`src/rtl/pc_block_if.sv`:
```
// Purpose : next-PC select / target / current-PC bundle between control, ALU
//           and the program counter register.
// Signals : br_sel_i   - 1 = sequential advance, 0 = load alu_data_i
//           alu_data_i - branch/jump target from the ALU
//           pc_o       - current program counter (register output)
// Modports: master - control/ALU side, drives select and target, reads PC
//           slave  - PC register side
interface pc_block_if #(
   parameter int unsigned XLEN = 32
);
   logic            br_sel_i;
   logic [XLEN-1:0] alu_data_i;
   logic [XLEN-1:0] pc_o;

   modport master (
      output br_sel_i,
      output alu_data_i,
      input  pc_o
   );

   modport slave (
      input  br_sel_i,
      input  alu_data_i,
      output pc_o
   );
endinterface : pc_block_if

```
`src/rtl/pc_block.sv`:
```
// Purpose : RV32I program counter. Every rising edge loads either PC+PC_STEP
//           (sequential fetch) or the ALU branch/jump target.
// Ports   : clk_i - system clock, rising edge
//           rst_i - synchronous active-high reset, loads RESET_VECTOR
//           bus   - pc_block_if.slave (br_sel_i, alu_data_i in; pc_o out)
module pc_block #(
   parameter int unsigned           XLEN         = 32,
   parameter logic [XLEN-1:0]       RESET_VECTOR = '0,
   parameter int unsigned           PC_STEP      = 4
) (
   input  logic          clk_i,
   input  logic          rst_i,
   pc_block_if.slave     bus
);

   localparam logic [XLEN-1:0] STEP = XLEN'(PC_STEP);

   logic [XLEN-1:0] pc_q;
   logic [XLEN-1:0] pc_d;

   // Next-PC mux; select polarity follows the control unit (1 = sequential).
   // The add wraps modulo 2^XLEN, and targets are taken verbatim (no masking).
   always_comb begin
      pc_d = pc_q + STEP;
      if (!bus.br_sel_i) begin
         pc_d = bus.alu_data_i;
      end
   end

   // PC register; reset wins over the mux.
   always_ff @(posedge clk_i) begin
      if (rst_i) begin
         pc_q <= RESET_VECTOR;
      end else begin
         pc_q <= pc_d;
      end
   end

   assign bus.pc_o = pc_q;

endmodule : pc_block

```
`src/flat_wrapper.sv`:
```
// flat-port wrapper written by rule: the top's interface ports become plain ports
module pc_block_flat 
#(
   parameter int unsigned           XLEN         = 32,
   parameter logic [XLEN-1:0]       RESET_VECTOR = '0,
   parameter int unsigned           PC_STEP      = 4
)
  (clk_i, rst_i, bus_br_sel_i, bus_alu_data_i, bus_pc_o);
  pc_block_if #(.XLEN(XLEN)) bus_i ();
  input  logic clk_i;
  input  logic rst_i;
  input wire logic [$bits(bus_i.br_sel_i)-1:0] bus_br_sel_i;
  input wire logic [$bits(bus_i.alu_data_i)-1:0] bus_alu_data_i;
  output wire logic [$bits(bus_i.pc_o)-1:0] bus_pc_o;
  assign bus_i.br_sel_i = bus_br_sel_i;
  assign bus_i.alu_data_i = bus_alu_data_i;
  assign bus_pc_o = bus_i.pc_o;
  pc_block #(.XLEN(XLEN), .RESET_VECTOR(RESET_VECTOR), .PC_STEP(PC_STEP)) u_core (.clk_i(clk_i), .rst_i(rst_i), .bus(bus_i));
endmodule
```
`config.mk`:
```
export PLATFORM = sky130hd
export DESIGN_NAME = pc_block_flat
export DESIGN_NICKNAME = d
export VERILOG_FILES = /design/src/rtl/pc_block_if.sv /design/src/rtl/pc_block.sv /design/src/flat_wrapper.sv
export SDC_FILE = /design/constraint.sdc
export NUM_CORES = 1
export LEC_CHECK = 0
export BUFFER_PORTS_ARGS = -buffer_cell sky130_fd_sc_hd__buf_2
export CAP_MARGIN = 30
export CORE_UTILIZATION = 48
export DETAILED_ROUTE_END_ITERATION = 6
export PLACE_DENSITY = 0.82
export SYNTH_ARGS = -nofsm -noshare
export SYNTH_HDL_FRONTEND = slang
export SYNTH_SLANG_ARGS = --single-unit
```
`constraint.sdc`:
```
create_clock -name clk_i -period 2.6 [get_ports clk_i]
set_input_delay 0.52 -clock clk_i [delete_from_list [all_inputs] [get_ports clk_i]]
set_output_delay 0.52 -clock clk_i [all_outputs]
set_load 0.03 [all_outputs]
```
== Word level (Yosys, flattened, before mapping) ==
Cells that the tools add are included.

* Add/subtract/negate cells: 1
* Multiplexer cells: 1

{| class="wikitable"
|+ Operators with widths
! operator !! count
|-
| 32-bit by 3-bit adder with 32-bit output, second input constant || 1
|-
| 32-bit two-way mux || 1
|}

* Input bits: 35
* Logic and storage cells: 3
* Bits in registers: 32
* Output and inout bits: 32

== Logic depth before layout (Yosys ltp) ==
* Depth after elaboration: 2
* Depth in mapped cells: 7
* Mapped depth without buffers: 5

== Worst setup path before layout ==
OpenSTA, ideal clock, no wires.

* Path type: register to register
* Start point: register u_core.pc_q[5], in the netlist u_core.bus.pc_o[5]
* End point: register u_core.pc_q[16], in the netlist u_core.bus.pc_o[16]
* Setup time: 0.091 ns
* Path buffers: 2
* Arrival time: 2.116 ns
* Data required time: 2.509 ns
* Setup slack: 0.393 ns
* Stages on the path, launching flop included: 7
* Cells stage by stage: dfxtp_1 > nand4_4 > or4_1 > buf_2 > buf_4 > or3_1 > a311oi_1

* Word-level cells in the longest chain between the ends: 2

{| class="wikitable"
|+ Ends and longest elaborated chain
! item !! RTL line !! text
|-
| start: declaration || pc_block.sv:18 || <nowiki>logic [XLEN-1:0] pc_q;</nowiki>
|-
| start signal: assignment || pc_block.sv:35 || <nowiki>pc_q <= pc_d;</nowiki>
|-
| 32-bit by 3-bit adder with 32-bit output || pc_block.sv:24 || <nowiki>pc_d = pc_q + STEP;</nowiki>
|-
| 32-bit two-way mux || pc_block.sv:25 || <nowiki>if (!bus.br_sel_i) begin</nowiki>
|}

Every way passes these cells.
A chain may end at the register's enable or synchronous reset.

== Worst setup path after layout ==
* Start point: register u_core.pc_q[5], in the netlist u_core.bus.pc_o[5]
* End point: register u_core.pc_q[30], in the netlist u_core.bus.pc_o[30]

The elaborated chain is that of the path after synthesis.

==> flow_summary.json <==
{
  "slowest_delay_ps": 800,
  "crit_type": "register to register",
  "ctsLongestPathBuffers": 2,
  "yosysWarnings": 0,
  "die_width_um": 62.0,
  "finalCritPeriodShare": 0.896,
  "clkSinkCount": 32,
  "drtIter0Drc": 120,
  "synthCells": 210,
  "cts_inserted_buffers": 5,
  "synth_top_cell_area_share": 0.370,
  "synthesis.area_mm2": 0.00173,
  "drv_cap": 0,
  "start_kind": "register",
  "synth_ff_type": "dfxtp_1",
  "fillers": 317,
  "syn_area_per_cell_um2": 8.24,
  "totalNegativeSetupSlack_ps": 0,
  "async_flop_share": 0,
  "yosysUniqueCellTypes": 33,
  "first_pass_iters": 4,
  "cts_tree": "built",
  "finalHoldViolations": 0,
  "ant_nets": 0,
  "ios": 67,
  "peakVddDrop_mv": 0.269,
  "dp.final_hpwl_mm": 2.86,
  "grt_pass1_vias": 1389,
  "worstPathMaxFanout": 17,
  "die_area_mm2": 0.00385,
  "ctsResizeCount": 0,
  "max-slew-margin-rel": 0.592,
  "yosysMostFrequentCell": "nor2_1",
  "fin_nets": 304,
  "largest_register_ffs": 32,
  "cts_setup_buffers": 0,
  "drive_gt1_frac": 0.284,
  "cts_htree_levels": 2,
  "p_leak_nw": 0.835,
  "synthesis.nets": 246,
  "diodes": 0,
  "ctsHoldBuffers": 0,
  "r2r_setup_slack_ps": 270,
  "rsz0062_at_grt": "false",
  "whs_path_depth": 3,
  "synth-edff-count": 0,
  "reg2reg_to": "u_core.bus.pc_o[30]$_SDFF_PP0_",
  "end_kind": "register",
  "area_delta_synth_final_pct": 21.8,
  "ys_top_cells_by_count": "nor2_1, dfxtp_1, a311oi_1",
  "layout_min_cycle_time_ps": 2330,
  "cp.arrival_ps": 2580,
  "synth_seq_cells": 32,
  "die_y_um": 62.0,
  "required_ps": 2850,
  "row_count": 21,
  "clockRootBuffer": "clkbuf_4",
  "grt_use_total": 0.215,
  "min_from": "bus_alu_data_i[3]",
  "routed_wirelength_mm": 4.04,
  "avgRoutedWirePerCell_um": 12.9,
  "drv_slew": 0,
  "cp_common_cell": "or4_1",
  "yosys.area.top_type": "dfxtp_1",
  "outcome": "finished, final reports clean",
  "cp_cell_sequence": "nand4_4 -> or4_1 -> or4_1 -> a311oi_1",
  "hold_class": "input pin to register",
  "grt_max_degree": 35,
  "rr_startpoint": "u_core.bus.pc_o[5]$_SDFF_PP0_",
  "vias_per_cell": 5.78,
  "path_buf_inv": 0,
  "drc_errors": 0,
  "r2r_cells": 4,
  "start_util": 0.511,
  "clk_pin_slew_ps": 90,
  "insertion_delay_ps": 330,
  "vias": 1815,
  "fmaxAchievable_mhz": 429,
  "gp_congestion": 0.819,
  "grt_overflow": 0,
  "path_delay_family": "simple AND/OR/NAND/NOR gates",
  "finalSetupViolCount": 0,
  "coreArea_mm2": 0.00339,
  "whs_endpoint": "u_core.bus.pc_o[3]$_SDFF_PP0_",
  "yosysSeqAreaShare": 0.370,
  "pwr_density_cell_mw_per_mm2": 499,
  "grt_pass1_wl_mm": 6.08,
  "io_buffer_count": 66,
  "critPathSlowestCell": "or4_1",
  "finalClockSkew_ps": 10.3,
  "power.total_mw": 1.05,
  "tightest_slew_ps": 612,
  "synth_area_leaders": "dfxtp_1, a311oi_1, nor2_1",
  "antenna_found_initial": 0
}
[layout by cell type, fill, tap and decap left out]
| master | netlist | final |
|---|---|---|
| ha_1 | 1 | 1 |
| mux2i_1 | 4 | 4 |
| nand4b_1 | 1 | 1 |
| clkbuf_1 | 12 | 1 |
| and3_1 | 1 | 1 |
| nand4_1 | 5 | 5 |
| o31ai_1 | 9 | 9 |
| and2_1 | 3 | 3 |
| inv_1 | 8 | 8 |
| o21ba_2 | 1 | 1 |
| or4_1 | 11 | 11 |
| nand3_1 | 4 | 4 |
| xnor2_1 | 6 | 6 |
| nor3b_1 | 1 | 1 |
| clkbuf_4 | 0 | 5 |
| o32a_1 | 1 | 1 |
| dfxtp_1 | 32 | 32 |
| xor2_1 | 3 | 3 |
| nand3b_1 | 1 | 1 |
| o21ai_0 | 9 | 9 |
| nand4_4 | 1 | 1 |
| buf_4 | 1 | 1 |
| nand3_2 | 1 | 1 |
| o211ai_1 | 1 | 1 |
| and4b_1 | 1 | 1 |
| and4_1 | 3 | 3 |
| a311oi_1 | 18 | 18 |
| nor3_1 | 5 | 5 |
| clkinv_2 | 0 | 1 |
| buf_2 | 1 | 66 |
| a211oi_1 | 9 | 9 |
| or3_1 | 8 | 8 |
| nand2_1 | 13 | 13 |
| nor2_1 | 33 | 33 |
[report_power, final]
part / leakage (nW) / internal [mW] / switching (mW) / total [mW]
Combinational: 0.541 / 0.0810 / 0.141 / 0.222
Sequential: 0.266 / 0.525 / 0.0425 / 0.568
Clock: 0.0281 / 0.0994 / 0.163 / 0.263
Total: 0.835 / 0.706 / 0.347 / 1.05
[layer usage]
metal	vias up	wire length, um	track usage
li1	908	-	-
met1	821	1860	0.272
met2	78	1840	0.348
met3	8	299	0.0600
met4	0	48	0.0825
met5	-	0	0
[layout make-up]
| cell class | count | area (um2) | area share |
|---|---|---|---|
| clock buffer | 6 | 41.3 | 0.0196 |
| inverter | 8 | 30.0 | 0.0143 |
| timing repair buffer | 67 | 338 | 0.160 |
| tap | 46 | 57.6 | 0.0273 |
| clock inverter | 1 | 5.00 | 0.00238 |
| multi-input combinational | 154 | 995 | 0.472 |
| sequential | 32 | 641 | 0.304 |
[logic make-up after synthesis]
| group | Yosys count | synth area share |
|---|---|---|
| AO/OA/AOI/OAI | 48 | 0.211 |
| buffers and inverters | 24 | 0.0550 |
| multiplexers | 4 | 0.0231 |
| flip-flops | 32 | 0.370 |
| AND/OR/NAND/NOR | 92 | 0.288 |
| XOR/XNOR | 9 | 0.0456 |
| adder cells (fa/ha/maj) | 1 | 0.00723 |
[worst register-to-register path, stage by stage (launching register included)]
cell      delay [ps]
dfxtp_1          470
nand4_4          170
or4_1            800
or4_1            560
a311oi_1         250
[per-stage QoR]
stage               cell area [um2]  instances  utilization  setup slack [ps]  hold WS, ps
floorplan                      1730        210            -               393          635
global placement               2060        307        0.608               368          474
finish                         2110        314        0.622               270          417
CTS                            2110        314        0.622               269          413
detailed placement             2060        307        0.608               286          484
global route                   2110        314        0.622               108          397
[worst max-delay path by stage]
stage                                       start                             end  slack [ps]  cells after the start
floorplan           u_core.bus.pc_o[5]$_SDFF_PP0_  u_core.bus.pc_o[16]$_SDFF_PP0_         390                      6
global placement    u_core.bus.pc_o[5]$_SDFF_PP0_  u_core.bus.pc_o[28]$_SDFF_PP0_         370                      4
detailed placement  u_core.bus.pc_o[5]$_SDFF_PP0_  u_core.bus.pc_o[30]$_SDFF_PP0_         290                      4
CTS                 u_core.bus.pc_o[5]$_SDFF_PP0_  u_core.bus.pc_o[30]$_SDFF_PP0_         270                      4
global route        u_core.bus.pc_o[6]$_SDFF_PP0_  u_core.bus.pc_o[28]$_SDFF_PP0_         110                      4
finish              u_core.bus.pc_o[5]$_SDFF_PP0_  u_core.bus.pc_o[30]$_SDFF_PP0_         270                      4
Power figures use the tool's default switching activity.
